==> src/rtl/systolic_row_feeder.sv <==
// rtl/systolic_row_feeder.sv - operand-buffer stream consumer feeding two skewed systolic lanes
//
// Pulls TILE_LEN 64-bit double-words from the operand buffer, stages them in
// a small credit-protected FIFO and unpacks each word into two 32-bit lanes.
// Lane 1 trails lane 0 by one non-stalled cycle so both rows enter the array
// edge diagonally aligned.
//
// Build option: ROW_FEEDER_SKEW_EN
//   defined   - lane 1 is delayed through a skew register; FLUSH state drains it.
//   undefined - both halves of a word leave on the same cycle; FETCH goes
//               straight to DONE.
//
// Parameters:
//   TILE_LEN    words fetched per tile (1..255)
//   FIFO_DEPTH  internal FIFO depth in words (power of 2, >= 2)
//
// Ports:
//   clk          rising-edge clock
//   rst          synchronous active-low reset
//   start        one-cycle tile start, honoured only while idle
//   stall        array back-pressure: no pops, no lane valids
//   buf_data     buffer data_out; [63:32] = element 2k, [31:0] = element 2k+1
//   buf_state    buffer command: 2'b10 stream request, 2'b00 idle
//   lane0_data   row-0 operand
//   lane0_valid  lane0_data valid
//   lane1_data   row-1 operand
//   lane1_valid  lane1_data valid
//   busy         high whenever not idle
//   done         one-cycle pulse once the whole tile has been emitted

module systolic_row_feeder #(
    parameter int TILE_LEN   = 8,
    parameter int FIFO_DEPTH = 4
) (
    input  logic        clk,
    input  logic        rst,
    input  logic        start,
    input  logic        stall,
    input  logic [63:0] buf_data,
    output logic [1:0]  buf_state,
    output logic [31:0] lane0_data,
    output logic        lane0_valid,
    output logic [31:0] lane1_data,
    output logic        lane1_valid,
    output logic        busy,
    output logic        done
);

    localparam int PTR_W = (FIFO_DEPTH > 1) ? $clog2(FIFO_DEPTH) : 1;
    localparam int CNT_W = PTR_W + 1;

    localparam logic [7:0]       TILE_LEN_C = 8'(TILE_LEN);
    localparam logic [CNT_W:0]   DEPTH_C    = (CNT_W + 1)'(FIFO_DEPTH);
    localparam logic [PTR_W-1:0] PTR_ONE    = PTR_W'(1);
    localparam logic [CNT_W-1:0] CNT_ONE    = CNT_W'(1);

    typedef enum logic [1:0] {
        S_IDLE  = 2'd0,
        S_FETCH = 2'd1,
        S_FLUSH = 2'd2,
        S_DONE  = 2'd3
    } state_t;

    state_t r_state;
    state_t w_state_nxt;

    logic [7:0]        r_fetch_cnt;
    logic              r_pend;

    logic [63:0]       r_mem [FIFO_DEPTH];
    logic [PTR_W-1:0]  r_wr_ptr;
    logic [PTR_W-1:0]  r_rd_ptr;
    logic [CNT_W-1:0]  r_count;

    logic [31:0]       r_lane0_data;
    logic              r_lane0_valid;
    logic [31:0]       r_lane1_data;
    logic              r_lane1_valid;

`ifdef ROW_FEEDER_SKEW_EN
    logic [31:0]       r_skew;
    logic              r_skew_vld;
`endif

    logic              w_req;
    logic              w_push;
    logic              w_pop;
    logic              w_fetch_left;
    logic              w_credit_ok;
    logic              w_drained;
    logic [63:0]       w_pop_word;

    // Words already requested but not yet popped are the FIFO occupancy plus
    // the one in flight from the buffer; a new request is only safe while
    // that total leaves a free slot, which makes an unconditional push legal.
    assign w_fetch_left = (r_fetch_cnt < TILE_LEN_C);
    assign w_credit_ok  = (({1'b0, r_count} + {{CNT_W{1'b0}}, r_pend}) < DEPTH_C);
    assign w_drained    = (r_fetch_cnt == TILE_LEN_C) && !r_pend && (r_count == '0);

    assign w_push     = r_pend;
    assign w_pop      = (r_count != '0) && !stall;
    assign w_pop_word = r_mem[r_rd_ptr];

    always_comb begin
        w_state_nxt = r_state;
        w_req       = 1'b0;
        case (r_state)
            S_IDLE: begin
                if (start) begin
                    w_state_nxt = S_FETCH;
                end
            end
            S_FETCH: begin
                w_req = w_fetch_left && w_credit_ok;
                if (w_drained) begin
`ifdef ROW_FEEDER_SKEW_EN
                    w_state_nxt = S_FLUSH;
`else
                    w_state_nxt = S_DONE;
`endif
                end
            end
            S_FLUSH: begin
`ifdef ROW_FEEDER_SKEW_EN
                // Leave only once the trailing lane-1 element has gone out
                // and the array is accepting again.
                if (!stall && !r_skew_vld) begin
                    w_state_nxt = S_DONE;
                end
`else
                w_state_nxt = S_DONE;
`endif
            end
            S_DONE: begin
                w_state_nxt = S_IDLE;
            end
            default: begin
                w_state_nxt = S_IDLE;
            end
        endcase
    end

    always_ff @(posedge clk) begin
        if (!rst) begin
            r_state     <= S_IDLE;
            r_fetch_cnt <= '0;
            r_pend      <= 1'b0;
            r_wr_ptr    <= '0;
            r_rd_ptr    <= '0;
            r_count     <= '0;
        end else begin
            r_state <= w_state_nxt;

            if (r_state == S_IDLE && start) begin
                r_fetch_cnt <= '0;
            end else if (w_req) begin
                r_fetch_cnt <= r_fetch_cnt + 8'd1;
            end

            // Buffer answers one edge after a request.
            r_pend <= w_req;

            if (w_push) begin
                r_wr_ptr <= r_wr_ptr + PTR_ONE;
            end
            if (w_pop) begin
                r_rd_ptr <= r_rd_ptr + PTR_ONE;
            end

            case ({w_push, w_pop})
                2'b10:   r_count <= r_count + CNT_ONE;
                2'b01:   r_count <= r_count - CNT_ONE;
                default: r_count <= r_count;
            endcase
        end
    end

    // Storage needs no reset: the pointers and count define what is valid.
    always_ff @(posedge clk) begin
        if (rst && w_push) begin
            r_mem[r_wr_ptr] <= buf_data;
        end
    end

    always_ff @(posedge clk) begin
        if (!rst) begin
            r_lane0_data  <= '0;
            r_lane0_valid <= 1'b0;
            r_lane1_data  <= '0;
            r_lane1_valid <= 1'b0;
`ifdef ROW_FEEDER_SKEW_EN
            r_skew        <= '0;
            r_skew_vld    <= 1'b0;
`endif
        end else if (stall) begin
            // Data and skew state freeze so lane 1 resumes with the element
            // that belongs to the last lane-0 pop.
            r_lane0_valid <= 1'b0;
            r_lane1_valid <= 1'b0;
        end else begin
            r_lane0_valid <= w_pop;
            if (w_pop) begin
                r_lane0_data <= w_pop_word[63:32];
            end
`ifdef ROW_FEEDER_SKEW_EN
            r_lane1_data  <= r_skew;
            r_lane1_valid <= r_skew_vld;
            r_skew_vld    <= w_pop;
            if (w_pop) begin
                r_skew <= w_pop_word[31:0];
            end
`else
            r_lane1_valid <= w_pop;
            if (w_pop) begin
                r_lane1_data <= w_pop_word[31:0];
            end
`endif
        end
    end

    assign buf_state   = w_req ? 2'b10 : 2'b00;
    assign lane0_data  = r_lane0_data;
    assign lane0_valid = r_lane0_valid;
    assign lane1_data  = r_lane1_data;
    assign lane1_valid = r_lane1_valid;
    assign busy        = (r_state != S_IDLE);
    assign done        = (r_state == S_DONE);

endmodule
==> config.mk <==
export PLATFORM = sky130hd
export DESIGN_NAME = systolic_row_feeder
export DESIGN_NICKNAME = d
export VERILOG_FILES = /design/src/rtl/systolic_row_feeder.sv
export SDC_FILE = /design/constraint.sdc
export NUM_CORES = 1
export LEC_CHECK = 0
export ABC_CLOCK_PERIOD_IN_PS = 5630
export CAP_MARGIN = 20
export CORE_MARGIN = 2
export CORE_UTILIZATION = 40
export CTS_CLUSTER_DIAMETER = 100
export DETAILED_ROUTE_END_ITERATION = 16
export GPL_ROUTABILITY_DRIVEN = 0
export PLACE_DENSITY = 0.69
export SYNTH_ARGS = -nofsm -noshare
export SYNTH_HDL_FRONTEND = slang
export SYNTH_SLANG_ARGS = --single-unit
export TNS_END_PERCENT = 100
==> constraint.sdc <==
create_clock -name clk -period 5.63 [get_ports clk]
set_clock_uncertainty 0.1 [all_clocks]
set_input_delay 1.4075 -clock clk [delete_from_list [all_inputs] [get_ports clk]]
set_output_delay 1.4075 -clock clk [all_outputs]
set_load 0.02 [all_outputs]
==> impl_metrics.yaml, run 1 <==
timing:
  setup_ws_ns: 1.68
  min_period_ns: 3.95
  hold_viol: 0
  maxSlewHeadroom: 0.305
  finalSetupViolCount: 0
  rsz0062_at_grt: "false"
  max_freq_mhz: 253
  fin_tns_setup_ns: 0
  period_share: 0.701
  slew_violations: 0
  worst_slew_pin_slew_ns: 1.04
global_routing:
  grt_pass1_wl_mm: 38.2
  grt_max_degree: 66
  grt_pass1_vias: 6892
  grt_util_all_layers: 0.151
  grt_overflow_total: 0
  antenna_found_initial: 1
clock_tree:
  root_buffer: "clkbuf_16"
  clkLatencyLatePin_ns: 0.51
  path_clk_slew_ns: 0.05
  ctsHoldBuffers: 0
  post_cts_resized: 0
  ctsHtreeMaxLevel: 2
  numCtsBuffers: 36
  cts_setup_buffers: 0
  cts_tree: "built"
  cts_buffer_depth: 3
  clock_sinks: 339
finish:
  layout.nets: 940
  multi_input_area_mm2: 0.00300
  diodes: 0
  seq_area_mm2: 0.00936
  n_fill_cell: 2581
  drive_gt1_frac: 0.158
  area_growth_pct: 23.2
power:
  p_total_mw: 6.60
  power.leakage_nw: 4.94
  vdd_ir_drop_max_mv: 0.275
  p_per_area_mw_per_mm2: 426
route:
  drt_wl_total_mm: 24.1
  antenna_left: 0
  via_per_inst: 5.00
  dr.pass1.iters: 5
  vias: 6418
  wl_per_cell_um: 18.8
  drtIter0Drc: 406
  drc: 0
job:
  maxCapViolCount: 0
logic_synthesis:
  synthDistinctLibCells: 39
  ys_ff_latch: 339
  synth_area_leaders: "edfxtp_1 (61%), dfxtp_1 (13%), mux4_2 (11%)"
  post-synth-top-area-fraction: 0.611
  syn_nets: 800
  netlist_instances: 720
  seq_area_frac_synth: 0.744
  yosysWarnings: 0
  async_flop_share: 0
  yosysMostFrequentCell: "edfxtp_1"
  synthTopCellsByCount: "edfxtp_1 (256), nand2_1 (136), dfxtp_1 (83)"
  avgSynthCellArea_um2: 17.5
  synth_edf_count: 256
  synthesis.area_mm2: 0.0126
  synth_flop_cell: "edfxtp_1"
  yosysTopAreaCell: "edfxtp_1"
outcome:
  status: "finished clean"
floorplanning:
  ioPinCount: 138
  die_h_um: 181
  die_x_um: 181
  coreArea_mm2: 0.0307
  start_util: 0.409
  num_rows: 64
  dieArea_mm2: 0.0329
setup_path:
  r2r_slack_ns: 3.16
  crit-reg2reg-launch: "r_rd_ptr[0]"
  regToRegEndpoint: "lane0_data[29]"
  crit_type: "reg2out"
  crit_fanout: 5
  worstSetupStartpointType: "register"
  end_kind: "primary output"
  critPathArrivalTime_ns: 2.44
  reg2reg_depth: 4
  required_ns: 4.12
hold_path:
  holdPathEnd: "lane1_data[6]"
  hp-start: "lane1_data[6]"
  whs_path_depth: 2
  hold_path.class: "reg2reg"
placed_design:
  portBuffers: 136
  hpwl_mm: 12.9
  preCtsSetupSlack_ns: 1.79
[layer usage]
| layer | GRT usage | share of wire | vias up |
|---|---|---|---|
| met5 | 0 | 0.00066 | - |
| met4 | 0.0400 | 0.020 | 2 |
| met3 | 0.0375 | 0.058 | 43 |
| met2 | 0.245 | 0.48 | 162 |
| met1 | 0.206 | 0.44 | 3221 |
| li1 | - | - | 2990 |
[area by class of cell]
class                   count  area share
flip-flops and latches    339       0.604
multi-input cells         327       0.194
repair buffers            143      0.0923
clock buffers              45      0.0623
well taps                 396      0.0320
clock inverters            20      0.0124
inverters                  13     0.00315
[critical path: stages, from the launching register on]
cell             delay, ns
dfxtp_1               0.40
ha_1                  0.28
nand2b_1              0.13
nor4_1                0.44
clkdlybuf4s50_1       0.69
[how the worst max path moves through the flow]
stage,startpoint,endpoint,cells after the start
2_1_floorplan,rst,r_mem[0][0],2
3_3_place_gp,rst,r_mem[1][44],3
3_5_place_dp,rst,r_mem[0][40],3
4_1_cts,r_state[0],buf_state[1],4
5_1_grt,r_state[1],buf_state[1],5
6_report,r_state[0],buf_state[1],4
[kinds of logic after synthesis]
kind of cell	synth area share
flip-flops	0.744
AND/OR/NAND/NOR	0.0579
AO/OA/AOI/OAI	0.0443
multiplexers	0.118
buffers and inverters	0.0194
adder cells (fa/ha/maj)	0.0125
XOR/XNOR	0.00418
other	0.000298
[state kept, by name (all words and copies together) (netlist names)]
| signal | flops |
|---|---|
| r_wr_ptr | 2 |
| r_rd_ptr | 2 |
| lane1_data | 32 |
| r_count | 3 |
| r_state | 2 |
| r_pend | 1 |
| r_fetch_cnt | 8 |
| r_mem | 256 |
| lane1_valid | 1 |
| lane0_data | 32 |
[metrics by stage]
stage          hold WS [ns]  instance area, um^2   util  instances
2_1_floorplan         0.354                12600      -        720
5_1_grt               0.374                15500  0.504       1283
3_5_place_dp          0.346                14300  0.465       1217
6_report              0.351                15500  0.504       1283
4_1_cts               0.355                15500  0.503       1282
3_3_place_gp          0.341                14300  0.465       1217
[power breakdown]
part	internal (mW)	switching [mW]
Sequential	2.89	0.181
Clock	1.36	0.930
Combinational	0.613	0.632
[layout by cell type, fill, tap and decap left out, types with 2 or more instances in the layout]
cell type,instances
edfxtp_1,256
nand2_1,136
clkdlybuf4s50_1,135
dfxtp_1,81
mux4_2,64
a21boi_0,37
clkbuf_16,36
a21boi_1,28
inv_1,12
ha_1,11
and2_1,8
clkinv_2,7
clkbuf_1,6
buf_4,6
clkinv_1,5
and3_1,4
and3_4,4
mux2i_1,4
nand2b_1,3
xnor2_1,3
xor2_1,3
bufinv_16,3
clkinvlp_4,3
clkbuf_8,3
nor2_1,2
o21ai_0,2
dfxtp_4,2
(Power assumes the default switching activity.)
==> run 2: changes to the inputs <==
--- a/config.mk
+++ b/config.mk
@@ -5,7 +5,7 @@
 export SDC_FILE = /design/constraint.sdc
 export NUM_CORES = 1
 export LEC_CHECK = 0
-export ABC_CLOCK_PERIOD_IN_PS = 5630
+export ABC_CLOCK_PERIOD_IN_PS = 3800
 export CAP_MARGIN = 20
 export CORE_MARGIN = 2
 export CORE_UTILIZATION = 40
==> constraint.sdc (replaced) <==
create_clock -name clk -period 3.8 [get_ports clk]
set_clock_uncertainty 0.1 [all_clocks]
set_input_delay 0.95 -clock clk [delete_from_list [all_inputs] [get_ports clk]]
set_output_delay 0.95 -clock clk [all_outputs]
set_load 0.02 [all_outputs]
==> run 2 against run 1 <==
Effect of this change:
- wire length up 0.56%
- clock power is 56% higher
- setup slack worse by 1.2 ns
- worst hold slack worse by 0.0026 ns
- flip-flop and latch count stayed put
- clock-buffer cell count up 12
- via count up 0.65%
- first-iteration DRC count is 23% lower
- critical path depth did not move
- sequential share of layout area is 0.57 points lower
- critical path type unchanged
- critical endpoint unchanged
==> impl_metrics.yaml, run 2 (synthesized netlist as in run 1, its figures left out) <==
outcome:
  status: "finished clean"
power:
  p_total_mw: 10.0
  vdd_ir_drop_max_mv: 0.432
  power_switching_mw: 2.57
  p_sw_frac: 0.257
  p_per_area_mw_per_mm2: 640
  sequentialPowerShare: 0.451
  combPwrFrac: 0.192
  clkPwrFrac: 0.358
  power.leakage_nw: 5.00
  power.internal_mw: 7.43
hold_path:
  hold_path.class: "reg2reg"
  holdPathEnd: "lane1_data[7]"
  whs_path_depth: 2
  hp-start: "lane1_data[7]"
floorplanning:
  die_h_um: 181
  start_util: 0.409
  num_rows: 64
  coreArea_mm2: 0.0307
  die_x_um: 181
  dieArea_mm2: 0.0329
  ioPinCount: 138
setup_path:
  crit_type: "reg2out"
  critPathArrivalTime_ns: 2.31
  required_ns: 2.75
  worstSetupStartpointType: "register"
  end_kind: "primary output"
  r2r_slack_ns: 1.63
  crit_fanout: 5
  reg2reg_depth: 9
  regToRegEndpoint: "r_count[2]"
  crit-reg2reg-launch: "r_count[2]"
clock_tree:
  cts_tree: "built"
  cts_setup_buffers: 0
  numCtsBuffers: 37
  cts_buffer_depth: 3
  root_buffer: "clkbuf_16"
  post_cts_resized: 0
  clkLatencyLatePin_ns: 0.51
  path_clk_slew_ns: 0.06
  clock_sinks: 339
  ctsHtreeMaxLevel: 2
  ctsHoldBuffers: 0
timing:
  hold_viol: 0
  min_period_ns: 3.36
  worst_slew_pin_slew_ns: 1.04
  period_share: 0.885
  fin_tns_setup_ns: 0
  max_freq_mhz: 298
  finalSetupViolCount: 0
  maxSlewHeadroom: 0.309
  rsz0062_at_grt: "false"
  slew_violations: 0
  holdWs_ns: 0.349
global_routing:
  grt_pass1_wl_mm: 37.6
  grt_util_all_layers: 0.148
  antenna_found_initial: 1
  grt_overflow_total: 0
  grt_pass1_vias: 6660
  grt_max_degree: 76
route:
  dr.pass1.iters: 4
  drc: 0
  wl_per_cell_um: 18.8
  vias: 6460
  antenna_left: 0
  via_per_inst: 5.02
  drt_wl_total_mm: 24.2
  drtIter0Drc: 313
finish:
  drive_gt1_frac: 0.156
  layout_common_cells: "edfxtp_1 (256), nand2_1 (136), clkdlybuf4s50_1 (135), dfxtp_1 (81), mux4_2 (64)"
  regMostFlops: "r_mem"
  area_growth_pct: 24.4
  largest_register_ffs: 256
  layout.nets: 944
  mostFrequentLayoutCell: "edfxtp_1"
job:
  maxCapViolCount: 0
placed_design:
  portBuffers: 136
  hpwl_mm: 13.1
run 2: changes by cell type in the layout (fill, tap and decap cells not counted), moves of 4 or more:
cell	change
clkinv_2	-7
clkbuf_1	+6
clkbuf_16	+4
buf_12	+5
run 2: power by group through the flow:
stage	sequential [mW]	clock [mW]	combinational (mW)
5_1_grt	4.56	3.80	2.09
2_1_floorplan	4.64	0	1.17
3_3_place_gp	4.59	0	1.93
3_5_place_dp	4.60	0	1.95
4_1_cts	4.52	3.67	1.96
6_report	4.51	3.58	1.92
run 2: worst max-delay path by stage:
stage                from            to  slack, ns  depth (start not counted)
2_1_floorplan         rst   r_mem[0][0]       0.50                          2
3_3_place_gp        stall    r_count[2]       0.75                          9
3_5_place_dp        stall    r_count[2]       0.70                          9
4_1_cts        r_state[0]  buf_state[1]       0.41                          4
5_1_grt        r_state[0]  buf_state[1]       0.30                          4
6_report       r_state[0]  buf_state[1]       0.44                          4
run 2: area by class of cell:
type                    instances  area (um^2)
repair buffers                146         1490
well taps                     396          495
clock inverters                 8          118
inverters                      13         48.8
flip-flops and latches        339         9360
clock buffers                  57         1110
multi-input cells             327         3000
diodes                          2         5.00
fillers                      2560        15100
run 2: through the flow:
step	util	instances	cell area [um^2]	setup WS (ns)
CTS	0.508	1286	15600	0.413
floorplan	-	720	12600	0.503
global route	0.508	1286	15600	0.299
detailed placement	0.468	1221	14400	0.702
global placement	0.468	1221	14400	0.749
finish	0.508	1288	15600	0.439
run 2: metal layers:
| metal | vias up | global-route usage | routed length [um] |
|---|---|---|---|
| met5 | - | 0 | 13 |
| met2 | 163 | 0.242 | 11200 |
| met1 | 3255 | 0.196 | 10900 |
| met4 | 2 | 0.0393 | 423 |
| li1 | 3004 | - | - |
| met3 | 36 | 0.0415 | 1700 |
run 2: worst max-delay path, stage by stage (launching register included):
cell and delay (ns):
dfxtp_1 0.40, ha_1 0.26, nand2b_1 0.12, nor4_1 0.34, clkdlybuf4s50_1 0.67
